`src/rtl/ralu_core.sv`:
```
`default_nettype none
// ============================================================================
//  Module      : ralu_core
//  Description : 4-bit register-ALU datapath of the central unit. It holds
//                operand register A, operand/shift register B, an 8x4
//                general-purpose register bank (GPRB) and a combinational
//                ALU with 16 logic and 16 arithmetic functions. The control
//                unit drives it with microcommands every clock cycle.
//
//  Ports
//    clock   in   1  system clock, rising-edge active
//    reset   in   1  asynchronous active-high clear of A, B and the GPRB
//    DataIn  in   4  external data operand
//    S       in   4  ALU function select
//    M       in   1  0 = logic mode, 1 = arithmetic mode
//    Pin     in   1  carry in (arithmetic mode only)
//    ISR     in   1  serial bit entering B[3] on a right shift
//    ISL     in   1  serial bit entering B[0] on a left shift
//    A       in   1  source select: 1 = DataIn, 0 = GPRB[adr]
//    wr      in   1  write R into GPRB[adr]
//    adr     in   3  GPRB read/write address
//    v       in   4  register microcommands
//                    v[0] load A, v[1] enable B, v[2] load(1)/shift(0) B,
//                    v[3] shift right(1)/left(0)
//    OSR     out  1  B[0], bit leaving on a right shift
//    OSL     out  1  B[3], bit leaving on a left shift
//    Pout    out  1  carry out of the arithmetic sum, 0 in logic mode
//    R       out  4  ALU result
//
//  Revision    : 1.0  initial release
// ============================================================================
module ralu_core (
    input  logic       clock,
    input  logic       reset,
    input  logic [3:0] DataIn,
    input  logic [3:0] S,
    input  logic       M,
    input  logic       Pin,
    input  logic       ISR,
    input  logic       ISL,
    input  logic       A,
    input  logic       wr,
    input  logic [2:0] adr,
    input  logic [3:0] v,
    output logic       OSR,
    output logic       OSL,
    output logic       Pout,
    output logic [3:0] R
);

    localparam int c_DEPTH = 8;

    logic [3:0] r_a;
    logic [3:0] r_b;
    logic [3:0] r_gprb [c_DEPTH];

    logic [3:0] w_src;
    logic [3:0] w_logic;
    logic [4:0] w_x;
    logic [4:0] w_sum;
    logic [4:0] w_a5;
    logic [4:0] w_or5;
    logic [4:0] w_orn5;
    logic [4:0] w_and5;
    logic [4:0] w_andn5;

    // Asynchronous read of the register bank feeds both operand registers.
    assign w_src = A ? DataIn : r_gprb[adr];

    // ------------------------------------------------------------------------
    // Operand registers and register bank. Every update samples pre-edge
    // values, so a GPRB write of R, an A load and a B load/shift may all
    // happen in the same cycle.
    // ------------------------------------------------------------------------
    always_ff @(posedge clock or posedge reset) begin
        if (reset) begin
            r_a <= 4'd0;
            r_b <= 4'd0;
            for (int i = 0; i < c_DEPTH; i++) begin
                r_gprb[i] <= 4'd0;
            end
        end else begin
            if (v[0]) begin
                r_a <= w_src;
            end
            if (v[1]) begin
                if (v[2]) begin
                    r_b <= w_src;
                end else if (v[3]) begin
                    r_b <= {ISR, r_b[3:1]};
                end else begin
                    r_b <= {r_b[2:0], ISL};
                end
            end
            if (wr) begin
                r_gprb[adr] <= R;
            end
        end
    end

    // ------------------------------------------------------------------------
    // Logic functions
    // ------------------------------------------------------------------------
    always_comb begin
        w_logic = 4'd0;
        case (S)
            4'h0: w_logic = r_a;
            4'h1: w_logic = r_b;
            4'h2: w_logic = ~r_a;
            4'h3: w_logic = ~r_b;
            4'h4: w_logic = r_a & r_b;
            4'h5: w_logic = r_a | r_b;
            4'h6: w_logic = r_a ^ r_b;
            4'h7: w_logic = ~(r_a & r_b);
            4'h8: w_logic = ~(r_a | r_b);
            4'h9: w_logic = ~(r_a ^ r_b);
            4'hA: w_logic = r_a & ~r_b;
            4'hB: w_logic = ~r_a & r_b;
            4'hC: w_logic = r_a | ~r_b;
            4'hD: w_logic = ~r_a | r_b;
            4'hE: w_logic = 4'b0000;
            4'hF: w_logic = 4'b1111;
            default: w_logic = 4'd0;
        endcase
    end

    // ------------------------------------------------------------------------
    // Arithmetic functions. Terms are widened to 5 bits so that the two-term
    // sums plus the carry in (at most 15+15+1) keep their carry in bit 4.
    // ------------------------------------------------------------------------
    assign w_a5    = {1'b0, r_a};
    assign w_or5   = {1'b0, r_a | r_b};
    assign w_orn5  = {1'b0, r_a | ~r_b};
    assign w_and5  = {1'b0, r_a & r_b};
    assign w_andn5 = {1'b0, r_a & ~r_b};

    always_comb begin
        w_x = 5'd0;
        case (S)
            4'h0: w_x = w_a5;
            4'h1: w_x = w_or5;
            4'h2: w_x = w_orn5;
            4'h3: w_x = 5'b01111;
            4'h4: w_x = w_a5 + w_andn5;
            4'h5: w_x = w_or5 + w_andn5;
            4'h6: w_x = w_a5 + {1'b0, ~r_b};
            4'h7: w_x = w_andn5 + 5'b01111;
            4'h8: w_x = w_a5 + w_and5;
            4'h9: w_x = w_a5 + {1'b0, r_b};
            4'hA: w_x = w_orn5 + w_and5;
            4'hB: w_x = w_and5 + 5'b01111;
            4'hC: w_x = w_a5 + w_a5;
            4'hD: w_x = w_or5 + w_a5;
            4'hE: w_x = w_orn5 + w_a5;
            4'hF: w_x = w_a5 + 5'b01111;
            default: w_x = 5'd0;
        endcase
    end

    assign w_sum = w_x + {4'd0, Pin};

    assign R    = M ? w_sum[3:0] : w_logic;
    assign Pout = M & w_sum[4];
    assign OSR  = r_b[0];
    assign OSL  = r_b[3];

endmodule
`default_nettype wire

```
`config.mk`:
```
export PLATFORM = sky130hd
export DESIGN_NAME = ralu_core
export DESIGN_NICKNAME = d
export VERILOG_FILES = /design/src/rtl/ralu_core.sv
export SDC_FILE = /design/constraint.sdc
export NUM_CORES = 1
export LEC_CHECK = 0
export CORE_UTILIZATION = 35
export DETAILED_ROUTE_END_ITERATION = 10
export MAX_ROUTING_LAYER = met4
export PLACE_DENSITY_LB_ADDON = 0.2
export SYNTH_ARGS = -nofsm -noshare
export SYNTH_HDL_FRONTEND = slang
export SYNTH_SLANG_ARGS = --single-unit
```
`constraint.sdc`:
```
create_clock -name clock -period 9.6 [get_ports clock]
set_input_delay 0.96 -clock clock [delete_from_list [all_inputs] [get_ports clock]]
set_output_delay 0.96 -clock clock [all_outputs]
set_load 0.03 [all_outputs]
```
==> impl_metrics.sql <==
INSERT INTO impl_metrics (metric_group, metric, value, unit) VALUES
('status', 'status', 'finished clean', ''),
('critical_path', 'critPathLaunchType', 'primary input', ''),
('sta', 'hold_vio_cnt_final', '0', ''),
('cells_and_area', 'layout.filler_cells', '1108', ''),
('routing', 'via_per_inst', '5.72', ''),
('yosys', 'synth_cell_type_count', '64', ''),
('yosys', 'count_of_flip_flops_with_a_built_in_enable_after_synthesis', '0', ''),
('yosys', 'ys_dominant_reg_cell', 'sky130_fd_sc_hd__dfrtp_1', ''),
('cts', 'cts_hold_buf', '0', ''),
('critical_path', 'worst_setup_path_end_kind', 'output port', ''),
('critical_path', 'path_cells', 'clkdlybuf4s50_1 > buf_4 > nand3_1 > o22a_1 > o22ai_1 > a31oi_1 > ha_1 > fa_1 > xor2_1 > a221oi_1 > a31oi_1 > xor2_1 > a22oi_1 > inv_1 > clkdlybuf4s50_1', ''),
('yosys', 'mappedNetlistNets', '527', ''),
('cts', 'clock_sinks', '40', ''),
('cells_and_area', 'final_layout_size_suffix_gt1_share', '7.74', '%'),
('power_and_ir_drop', 'switching_share', '41.5', '%'),
('routing', 'vias', '3610', ''),
('die', 'die_y', '108', 'um'),
('place', 'post-place-cells', '623', ''),
('cts', 'cts_inserted_buffers', '5', ''),
('die', 'die_width', '108', 'um'),
('cells_and_area', 'post_layout_nonfiller_instances', '631', ''),
('sta', 'finalSetupViolations', '0', ''),
('yosys', 'synth_largest_type_area_fraction', '25.6', '%'),
('power_and_ir_drop', 'power.net_switching', '0.295', 'mW'),
('yosys', 'synth_sequential_area_ratio', '25.6', '%'),
('sta', 'max_slew.worst_pin.slew', '0.967', 'ns'),
('cells_and_area', 'num-nets-final', '540', ''),
('cts', 'cts_setup_buffers', '0', ''),
('yosys', 'netlist_top_cells_count', 'sky130_fd_sc_hd__nand2_1, sky130_fd_sc_hd__o21ai_0, sky130_fd_sc_hd__dfrtp_1', ''),
('critical_path', 'timing.critical_path.buf_inv', '4', ''),
('place', 'place_congestion', '0.919', ''),
('routing', 'totalWireLength', '11700', 'um'),
('critical_path', 'crit_slowest_cell', 'sky130_fd_sc_hd__clkdlybuf4s50_1', ''),
('die', 'die_area', '11600', 'um2'),
('sta', 'final.setup_skew', '0.00829', 'ns'),
('grt', 'first_global_vias', '3449', ''),
('critical_path', 'critPathMaxStageDelay', '1.11', 'ns'),
('sta', 'achievable-frequency', '0.146', 'GHz'),
('grt', 'grt_max_degree', '41', ''),
('power_and_ir_drop', 'worst_ir_drop_on_vdd', '0.115', 'mV'),
('cts', 'ctsResizeCount', '0', ''),
('yosys', 'post-synth-top-count-cell', 'sky130_fd_sc_hd__nand2_1', ''),
('flow_run', 'max-cap-violations', '0', ''),
('routing', 'antenna_viol_nets_final', '0', ''),
('place', 'dpl.hpwl', '8730', 'um'),
('critical_path', 'cp_required', '8.64', 'ns'),
('die', 'initial_utilization', '36.0', '%'),
('critical_path', 'arrival', '5.87', 'ns'),
('cts', 'ctsLongestPathBuffers', '2', ''),
('power_and_ir_drop', 'total_power', '0.710', 'mW'),
('power_and_ir_drop', 'cell_internal_pwr', '0.416', 'mW'),
('sta', 'grt_setup_unrepaired', 'no', ''),
('die', 'core', '10800', 'um2'),
('cts', 'cts.htree.levels', '2', ''),
('power_and_ir_drop', 'power.sequential.fraction', '35.2', '%'),
('place', 'place.port_buffers', '29', ''),
('sta', 'final_min_period_over_clock_period', '71.1', '%'),
('yosys', 'ys_top_cells_by_area', 'sky130_fd_sc_hd__dfrtp_1, sky130_fd_sc_hd__ha_1, sky130_fd_sc_hd__nand2_1, sky130_fd_sc_hd__o21ai_0, sky130_fd_sc_hd__mux4_2', ''),
('power_and_ir_drop', 'p_leak', '1.82', 'nW'),
('grt', 'gr-total-overflow', '0', ''),
('yosys', 'synth_area_per_cell', '8.18', 'um2'),
('die', 'placement_rows', '38', ''),
('yosys', 'synth-seq-cells', '40', ''),
('yosys', 'synthCells', '477', ''),
('cts', 'tritoncts', 'built', ''),
('routing', 'wl_per_cell', '18.6', 'um'),
('sta', 'timing.slew.headroom', '35.3', '%'),
('grt', 'grt_pass1_wl', '18900', 'um'),
('cells_and_area', 'final_cell_utilization_of_the_core', '40.3', '%'),
('critical_path', 'worstSetupPathType', 'primary input to output port', ''),
('yosys', 'syn-cell-area', '3900', 'um2');
logic make-up (layout without fill, tap and decap cells):
kind of cell | after synthesis | count (layout) | share of synthesized area, %
xor+xnor | 19 | 19 | 4.46
fa+ha+maj | 27 | 27 | 8.85
simple gates | 148 | 148 | 17.2
mux | 34 | 34 | 11.8
compound gates | 156 | 156 | 26.1
flops | 40 | 40 | 25.6
buf+inv | 53 | 67 | 5.93
power by group through the flow:
stage / Sequential [mW] / Combinational, mW / Clock (mW)
6_report: 0.250 / 0.340 / 0.120
4_1_cts: 0.250 / 0.340 / 0.122
3_5_place_dp: 0.253 / 0.339 / 0
2_1_floorplan: 0.237 / 0.251 / 0
3_3_place_gp: 0.253 / 0.336 / 0
5_1_grt: 0.257 / 0.377 / 0.129
flip-flops by register name, indices dropped and copies added, names as in the netlist:
signal	count
r_a	4
r_b	4
r_gprb	32
area by class of cell:
class / instances / area [um2] / share of cell area (%)
inverter: 24 / 90.1 / 2.06
sequential: 40 / 1000 / 22.9
clock inverter: 2 / 15.0 / 0.344
clock buffer: 6 / 82.6 / 1.89
multi-input combinational: 384 / 2670 / 61.1
tap: 140 / 175 / 4.01
timing repair buffer: 35 / 335 / 7.67
metrics by stage:
step	worst slack [ns]	instance area [um2]	hold WS, ns
floorplan	4.19	3900	0.445
global placement	2.87	4270	0.457
global route	2.34	4370	0.510
CTS	2.77	4370	0.486
finish	2.77	4370	0.480
detailed placement	2.79	4270	0.465
layout by cell type, fill, tap and decap left out, types with 4 or more instances in the layout:
cell type / synthesis / final
sky130_fd_sc_hd__buf_4: 2 / 6
sky130_fd_sc_hd__mux2_2: 8 / 8
sky130_fd_sc_hd__o211ai_1: 4 / 4
sky130_fd_sc_hd__nor3_1: 4 / 4
sky130_fd_sc_hd__mux4_2: 8 / 8
sky130_fd_sc_hd__ha_1: 26 / 26
sky130_fd_sc_hd__o21ai_0: 51 / 51
sky130_fd_sc_hd__xor2_1: 8 / 8
sky130_fd_sc_hd__nand2_1: 69 / 69
sky130_fd_sc_hd__dfrtp_1: 40 / 40
sky130_fd_sc_hd__nor2_1: 34 / 34
sky130_fd_sc_hd__inv_1: 24 / 24
sky130_fd_sc_hd__xnor2_1: 10 / 10
sky130_fd_sc_hd__clkbuf_8: 0 / 6
sky130_fd_sc_hd__nor2b_1: 8 / 8
sky130_fd_sc_hd__o32ai_1: 6 / 6
sky130_fd_sc_hd__nand3_1: 10 / 10
sky130_fd_sc_hd__a31oi_1: 10 / 10
sky130_fd_sc_hd__clkdlybuf4s50_1: 0 / 29
sky130_fd_sc_hd__a21oi_1: 27 / 27
sky130_fd_sc_hd__a22oi_1: 12 / 12
sky130_fd_sc_hd__nand2b_1: 8 / 8
sky130_fd_sc_hd__a211oi_1: 5 / 5
sky130_fd_sc_hd__mux2i_1: 16 / 16
sky130_fd_sc_hd__o2bb2ai_1: 4 / 4
metal layers:
layer	up-vias	global-route usage, %	wire, um
li1	1773	-	-
met5	-	-	0
met4	0	8.61	360
met3	23	2.97	603
met2	84	36.7	5790
met1	1730	27.0	4970
worst register-to-register path: stages (launching register included):
cell	delay (ns)
sky130_fd_sc_hd__dfrtp_1	0.55
sky130_fd_sc_hd__inv_1	0.25
sky130_fd_sc_hd__ha_1	0.29
sky130_fd_sc_hd__nand2_1	0.07
sky130_fd_sc_hd__o21ai_0	0.10
sky130_fd_sc_hd__o21ai_0	0.14
sky130_fd_sc_hd__a21oi_1	0.26
sky130_fd_sc_hd__a31oi_1	0.13
sky130_fd_sc_hd__ha_1	0.24
sky130_fd_sc_hd__fa_1	0.40
sky130_fd_sc_hd__xor2_1	0.16
sky130_fd_sc_hd__a221oi_1	0.32
sky130_fd_sc_hd__a31oi_1	0.24
sky130_fd_sc_hd__xor2_1	0.20
sky130_fd_sc_hd__a22oi_1	0.54
sky130_fd_sc_hd__o21ai_0	0.22
final timing paths:
path	from	cells past startpoint	slack, ns	end
max	S[1]	15	2.77	R[2]
min	r_gprb[8]	2	0.48	r_gprb[8]
max reg2reg	r_a[0]	15	5.34	r_gprb[26]
min reg2reg	r_gprb[8]	2	0.48	r_gprb[8]
max in group asynchronous	reset	3	8.16	r_gprb[27]
min in group asynchronous	reset	3	1.08	r_a[3]
No activity file was read; power rests on OpenSTA's default activity.
